[src/rtl/rv_mem_pkg.sv]
// rv_mem_pkg: shared encodings for the SPI memory access path (FSM states, access sizes, bus owners).
package rv_mem_pkg;

   typedef enum logic [1:0] {IDLE, BUSY, RESP, DRAIN} state_t;

   typedef enum logic [1:0] {
      SZ_BYTE = 2'b00,
      SZ_HALF = 2'b01,
      SZ_WORD = 2'b10
   } size_t;

   typedef enum logic {
      OWN_IF = 1'b0,
      OWN_LS = 1'b1
   } owner_t;

endpackage

[src/rtl/spi_mem_arbiter_load_extend.sv]
// load_extend: selects byte/half/word from a little-endian fetched word and sign- or zero-extends it.
module load_extend
   import rv_mem_pkg::*;
(
   input  logic [31:0] raw,
   input  logic [1:0]  size,
   input  logic        zero_ext,
   output logic [31:0] result
);

   always_comb
      result = size == SZ_BYTE ? {{24{~zero_ext & raw[7]}}, raw[7:0]} :
               size == SZ_HALF ? {{16{~zero_ext & raw[15]}}, raw[15:0]} :
               raw;

endmodule

[src/rtl/spi_mem_arbiter.sv]
// spi_mem_arbiter: shares one SPI read engine between instruction fetch and load unit,
// with tie arbitration, start/done sequencing, a BUSY watchdog and load data extension.
module spi_mem_arbiter
   import rv_mem_pkg::*;
#(
   parameter int ADDR_W  = 24,
   parameter bit PRIO_LS = 1'b1,
   parameter int TIMEOUT = 1023
) (
   input  logic              clk,
   input  logic              rst_n,
   input  logic              if_req,
   input  logic [ADDR_W-1:0] if_addr,
   output logic              if_valid,
   output logic [31:0]       if_rdata,
   input  logic              ls_req,
   input  logic [ADDR_W-1:0] ls_addr,
   input  logic [1:0]        ls_size,
   input  logic              ls_unsigned,
   output logic              ls_valid,
   output logic [31:0]       ls_rdata,
   output logic              err,
   output logic              mem_start,
   output logic [ADDR_W-1:0] mem_addr,
   input  logic [31:0]       mem_rdata,
   input  logic              mem_done,
   output logic              busy
);

   localparam int CNT_W = $clog2(TIMEOUT + 1);

   state_t            state, state_d;
   owner_t            owner, owner_d, last_owner, last_owner_d;
   logic [1:0]        size_q, size_d;
   logic              uns_q, uns_d;
   logic [CNT_W-1:0]  cnt, cnt_d;
   logic              mem_start_d, if_valid_d, ls_valid_d, err_d, busy_d, timeout, pick_ls;
   logic [ADDR_W-1:0] mem_addr_d;
   logic [31:0]       if_rdata_d, ls_rdata_d, ext_data;

   load_extend u_ext (
      .raw      (mem_rdata),
      .size     (size_q),
      .zero_ext (uns_q),
      .result   (ext_data)
   );

   // On a tie, round-robin hands the bus to whichever requester was not served last.
   always_comb
      pick_ls = if_req && ls_req ? (PRIO_LS || last_owner == OWN_IF) : ls_req;

   always_comb begin
      state_d      = state;
      owner_d      = owner;
      last_owner_d = last_owner;
      size_d       = size_q;
      uns_d        = uns_q;
      cnt_d        = cnt;
      mem_addr_d   = mem_addr;
      mem_start_d  = 1'b0;
      if_valid_d   = 1'b0;
      ls_valid_d   = 1'b0;
      err_d        = 1'b0;
      if_rdata_d   = if_rdata;
      ls_rdata_d   = ls_rdata;
      timeout      = 1'b0;
      case (state)
         IDLE:
            if (if_req || ls_req) begin
               owner_d     = pick_ls ? OWN_LS : OWN_IF;
               mem_addr_d  = pick_ls ? ls_addr : if_addr;
               size_d      = ls_size;
               uns_d       = ls_unsigned;
               cnt_d       = '0;
               mem_start_d = 1'b1;
               state_d     = BUSY;
            end
         BUSY: begin
            cnt_d   = cnt + 1'b1;
            timeout = !mem_done && cnt_d == CNT_W'(TIMEOUT);
            if (mem_done || timeout) begin
               state_d    = RESP;
               err_d      = timeout;
               if_valid_d = owner == OWN_IF;
               ls_valid_d = owner == OWN_LS;
               if_rdata_d = owner == OWN_IF ? (timeout ? 32'd0 : mem_rdata) : if_rdata;
               ls_rdata_d = owner == OWN_LS ? (timeout ? 32'd0 : ext_data) : ls_rdata;
            end else
               mem_start_d = 1'b1;
         end
         RESP: begin
            last_owner_d = owner;
            state_d      = DRAIN;
         end
         DRAIN:
            if (!mem_done)
               state_d = IDLE;
      endcase
      busy_d = state_d != IDLE;
   end

   always_ff @(posedge clk)
      if (!rst_n) begin
         state      <= IDLE;
         owner      <= OWN_IF;
         last_owner <= OWN_IF;
         size_q     <= 2'b00;
         uns_q      <= 1'b0;
         cnt        <= '0;
         mem_addr   <= '0;
         mem_start  <= 1'b0;
         if_valid   <= 1'b0;
         ls_valid   <= 1'b0;
         err        <= 1'b0;
         if_rdata   <= '0;
         ls_rdata   <= '0;
         busy       <= 1'b0;
      end else begin
         state      <= state_d;
         owner      <= owner_d;
         last_owner <= last_owner_d;
         size_q     <= size_d;
         uns_q      <= uns_d;
         cnt        <= cnt_d;
         mem_addr   <= mem_addr_d;
         mem_start  <= mem_start_d;
         if_valid   <= if_valid_d;
         ls_valid   <= ls_valid_d;
         err        <= err_d;
         if_rdata   <= if_rdata_d;
         ls_rdata   <= ls_rdata_d;
         busy       <= busy_d;
      end

endmodule

[config.mk]
export PLATFORM = sky130hd
export DESIGN_NAME = spi_mem_arbiter
export DESIGN_NICKNAME = d
export VERILOG_FILES = /design/src/rtl/rv_mem_pkg.sv /design/src/rtl/spi_mem_arbiter_load_extend.sv /design/src/rtl/spi_mem_arbiter.sv
export SDC_FILE = /design/constraint.sdc
export NUM_CORES = 1
export LEC_CHECK = 0
export CAP_MARGIN = 20
export CORE_ASPECT_RATIO = 0.9
export CORE_UTILIZATION = 36
export CTS_CLUSTER_SIZE = 25
export DETAILED_ROUTE_END_ITERATION = 10
export GPL_ROUTABILITY_DRIVEN = 0
export PLACE_DENSITY = 0.71
export REMOVE_ABC_BUFFERS = 1
export SYNTH_ARGS = -nofsm -noshare
export SYNTH_HDL_FRONTEND = slang
export SYNTH_SLANG_ARGS = --single-unit
[constraint.sdc]
create_clock -name clk -period 3.7 [get_ports clk]
set_input_delay 0.74 -clock clk [delete_from_list [all_inputs] [get_ports clk]]
set_output_delay 0.74 -clock clk [all_outputs]
set_load 0.005 [all_outputs]
# After elaboration in Yosys (flattened, before gate mapping)
# Cells that the tools add are included.
[totals]
ff_bits = 109
elab_cells = 54
latchBits = 0
inputBits = 88
mem_count = 0
ram_bits = 0
mem_bits_ro = 0
[classes]
muxes = 16
n_shift = 0
n_eq_ne = 6
n_lt_le_gt_ge = 0
n_bitwise = 4
n_mul = 0
n_div = 0
n_addsub = 1
n_reduce_logical = 14
[ops]
columns = ["operator", "n"]
rows = [
  ["$mux W32", 4],
  ["$mux W24", 1],
  ["$pmux W10 S2", 1],
  ["$add A10 B1 Y10 const B", 1],
  ["$eq A10 B10 Y1 const B", 1],
  ["$mux W10", 1],
  ["$reduce_and A3 Y1", 3],
  ["$pmux W2 S4", 1],
  ["$mux W2", 3],
  ["$eq A2 B1 Y1 const B", 2],
  ["$eq A2 B2 Y1 const B", 2],
  ["$logic_not A2 Y1", 2],
  ["$mux W1", 4],
  ["$reduce_and A2 Y1", 2],
  ["$reduce_bool A2 Y1", 2],
  ["$and A1 B1 Y1", 2],
  ["$logic_and A1 B1 Y1", 2],
  ["$logic_or A1 B1 Y1", 2],
  ["$ne A2 B2 Y1 const B", 1],
  ["$not A1 Y1", 2],
  ["$pmux W1 S2", 1],
  ["$logic_not A1 Y1", 1],
]

# Depth between registers and ports, before layout
[logic_depth]
depth_word = 7
ltp_mapped = 8
ltp_nobuf = 6

# Hierarchy
# From an unflattened synthesis, not the netlist that was laid out.
[unflattened]
hier_cells = 749
area_unflattened_um2 = 6073.3
[modules_own_cells]
columns = ["mod", "seq_area_each_um2", "area_each_um2", "n_inst", "cells_each"]
rows = [
  ["spi_mem_arbiter", 2182.1, 5709.2, 1, 682],
  ["load_extend", 0.0, 364.1, 1, 67],
]

# Worst setup path after synthesis
# OpenSTA, ideal clock, no wires.
[synth_timing]
path_kind = "input to register"
start = "input mem_done"
end = "register ls_rdata[21]"
path_stages = 5
arrival_time_ns = 1.850
n_path_buf = 2
setup_time_ns = 0.145
setup_slack_ns = 1.704
required_ns = 3.555
path_cell_list = "clkbuf_1 > and3_1 > o211ai_1 > clkbuf_1 > o22ai_1"
[synth_via]
elab_chain_cells = 4
[synth_lines]
columns = ["element", "line", "source"]
rows = [
  ["start, declared", "spi_mem_arbiter.sv:26", "input logic mem_done,"],
  ["$logic_not A1 Y1", "-", ""],
  ["$logic_and A1 B1 Y1", "spi_mem_arbiter.sv:80", "timeout = !mem_done && cnt_d == CNT_W'(TIMEOUT);"],
  ["$logic_or A1 B1 Y1", "spi_mem_arbiter.sv:81", "if (mem_done || timeout) begin"],
  ["$reduce_and A3 Y1 (no source line)", "-", ""],
  ["end signal, assigned", "spi_mem_arbiter.sv:131", "ls_rdata <= ls_rdata_d;"],
  ["end, declared", "spi_mem_arbiter.sv:21", "output logic [31:0] ls_rdata,"],
]
# Several ways; a longest one is shown, not always the timed one.
# A chain may end at the register's enable or synchronous reset.

# Final worst setup path
[layout_timing]
start = "input mem_done"
end = "register ls_rdata[16]"
# The elaborated chain is that of the path after synthesis.

==> summary.md <==
| Metric | Value |
|---|---|
| First-pass GRT wire length | `around 25000 µm` |
| Ys async rst share | `0%` |
| Max FO, Critical Path | `24` |
| Rel. slew slack | `42.5%` |
| Residual DRC | `0` |
| Cell count of the worst hold path | `2` |
| Sequential Power Share | `between 40 and 50%` |
| Worst Tran Pin Value | `861 ps` |
| Post-CTS Setup Bufs | `0` |
| Tmin final | `~2500 ps` |
| Starting Density | `37.3%` |
| PortBufs | `180` |
| CTS Buf Count | `9` |
| DRT iter0 DRCs | `between 400 and 500` |
| Hold Vio Cnt, Final | `0` |
| Clk_skew | `~11 ps` |
| Combinational Power Share | `a little over a third` |
| Largest net degree at the start of global routing | `a little over 60` |
| Via density | `5.39` |
| Number of global-route vias before repair | `4851` |
| Core Util, Final | `53.3%` |
| Clock transition at path regs | `60 ps` |
| Clk sink count | `~110` |
| Avg Cell Area, Syn | `8.27 µm²` |
| Nets@finish | `between 800 and 900` |
| Final Max Slew Viols | `0` |
| Post-synth EDFFs | `0` |
| Core box area | `between 10000 and 15000 µm²` |
| Area growth syn-to-layout | `42.7%` |
| Gr usage total | `a little over a fifth` |
| Max H-tree Level | `3` |
| Total grt overflow | `0` |
| Layout cells sized above 1 | `about 6.6%` |
| Die area | `about 14000 µm²` |
| # rows | `40` |
| Post-DP HPWL | `between 10000 and 15000 µm` |
| CTS tree | `built` |
| Sw frac | `between 30 and 40%` |
| Status | `complete, no violations` |
| Post-Synthesis Cells | `610` |
| Switching power | `between 1 and 1.5 mW` |
| Critical Path RT | `between 3000 and 4000 ps` |
| Fill cell count | `approximately 1200` |
| Initial antenna violation count | `0` |
| Synthesized area | `a little over 5000 µm²` |
| Clock power share | `roughly a quarter` |
| Worst-Skew Late Latency | `~350 ps` |
| DRT antenna net count | `0` |
| Leak pwr | `approximately 2.6 nW` |
| Crit path kind | `input pin to flip-flop` |
| RSZ-0062 raised after global routing | `no` |
| Post-CTS Resized | `0` |
| Final Cycle Share | `between 60% and 70%` |
| Clk buf depth | `2` |
| Die X | `127 µm` |
| Maxcap violations | `0` |
| Fmax achieved | `396 MHz` |
| Final WL | `between 15000 and 20000 µm` |
| Post-route setup TNS | `0 ps` |
| Sequential element share of the synthesized area | `between 40% and 50%` |
| FF-to-FF path depth | `7` |
| Crit. End Element | `flip-flop` |
| Power after layout | `approximately 3.8 mW` |
| Worst endpoint data arrival time | `between 2000 and 3000 ps` |
| WL per Instance | `16.3 µm` |
| Die Span Y | `~110 µm` |
| Clk Tree Root Cell | `clkbuf_16` |
| Prevailing post-synth register cell | `dfxtp_1` |
| Antenna Cells | `0` |
| Yosys warns | `0` |
| #FFs+latches synth | `between 100 and 150` |
| Setup violations, final | `0` |
| Min-Delay Path Class | `flip-flop to flip-flop` |
| Post-CTS Hold Fix Bufs | `0` |
| Startpoint Class | `input pin` |
| Drt pass-1 iters | `5` |
| Internal | `between 2 and 3 mW` |
| Cell Pwr Density | `between 500 and 600 nW/µm²` |
| Total number of vias | `5042` |
| Maximum VDD drop | `roughly 0.00038 V` |
| Yosys cell types | `54` |
| Boundary Pins | `between 150 and 200` |
-- kinds of logic (layout without fill, tap and decap cells) --
family                   Yosys count  in the layout  synth area share, %
XOR/XNOR                           2              2                0.347
adder cells (fa/ha/maj)            2              2                0.496
AO/OA/AOI/OAI                    184            184                 25.2
multiplexers                      26             26                 5.16
flip-flops                       109            109                 43.3
AND/OR/NAND/NOR                  235            235                 21.0
buffers and inverters             52            210                 4.49
-- synthesized netlist by cell type (9+ instances only) --
library cell	count	area share [%]
a211oi_1	25	3.7
a21o_1	28	4.2
a21oi_1	14	1.4
a31oi_1	12	1.5
clkbuf_1	36	2.7
dfxtp_1	109	43
mux2i_1	26	5.2
nand2_1	103	7.7
nand3_1	25	2.5
nor2_1	67	5.0
nor2b_1	18	2.2
o21ai_0	42	4.2
o21ai_1	23	2.3
o22ai_1	9	1.1
o22ai_2	9	2.2
-- layout by cell type (no fill, tap or decap), types with 3 or more instances in the layout --
cell,n
buf_4,9
dfxtp_1,109
clkbuf_1,4
o22ai_2,9
nand2b_1,3
o21ai_1,23
nand2_1,103
a41oi_1,7
inv_1,3
o22ai_1,9
nand3_1,25
a211oi_1,25
nor2_1,65
a21o_1,28
clkdlybuf4s50_1,179
nor2b_1,18
and3_1,3
o21ai_0,42
mux2i_1,26
a21oi_1,14
clkbuf_16,9
a31oi_1,12
-- flip-flops by register name, summed over array words and instances (netlist names), 2 cells and up --
name and count:
cnt 10, if_rdata 32, ls_rdata 32, mem_addr 24
size_q 2, state 2
-- per-stage QoR --
step,setup slack (ps),hold WS (ps),area [µm²],std cells
global route,1030,485,7200,936
floorplan,1350,445,4830,562
detailed placement,680,459,6910,919
CTS,1040,469,7180,935
global placement,765,451,6910,919
finish,1180,470,7200,936
-- power by group through the flow --
stage          combinational, mW  sequential [mW]  clock, mW
6_report                    1.35             1.57      0.919
5_1_grt                     1.48             1.60       1.00
4_1_cts                     1.36             1.57      0.939
3_5_place_dp                1.35             1.59          0
3_3_place_gp                1.32             1.58          0
2_1_floorplan              0.614             1.57          0
-- cell type report --
cell class / count / area (µm²) / area share [%]
Multi-Input combinational cell: 449 / 2640 / 36.7
Timing Repair Buffer: 190 / 1880 / 26.1
Clock buffer: 15 / 268 / 3.72
Sequential cell: 109 / 2180 / 30.3
Inverter: 4 / 15.0 / 0.209
Tap cell: 168 / 210 / 2.92
Clock inverter: 1 / 5.00 / 0.0695
-- final timing paths --
path	startpoint	to	slack (ps)
hold reg to reg	ls_rdata[31]	ls_rdata[31]	470
setup reg to reg	cnt[0]	ls_rdata[16]	1360
hold / removal	ls_rdata[31]	ls_rdata[31]	470
setup / recovery	mem_done	ls_rdata[16]	1180
-- metal layers --
metal  GRT usage [%]  share of wire, %  vias to the layer above
li1                -                 -                     2452
met1            26.5                43                     2350
met5               0                 0                        -
met4            6.75               1.6                        0
met3            7.48               9.1                       17
met2            36.1                47                      223
-- worst max-delay path, stage by stage --
cell	delay, ps
clkdlybuf4s50_1	890
inv_1	170
o41a_1	200
a211oi_4	210
buf_4	360
o22ai_1	150
Note: power is estimated with default switching activity, not from simulation.
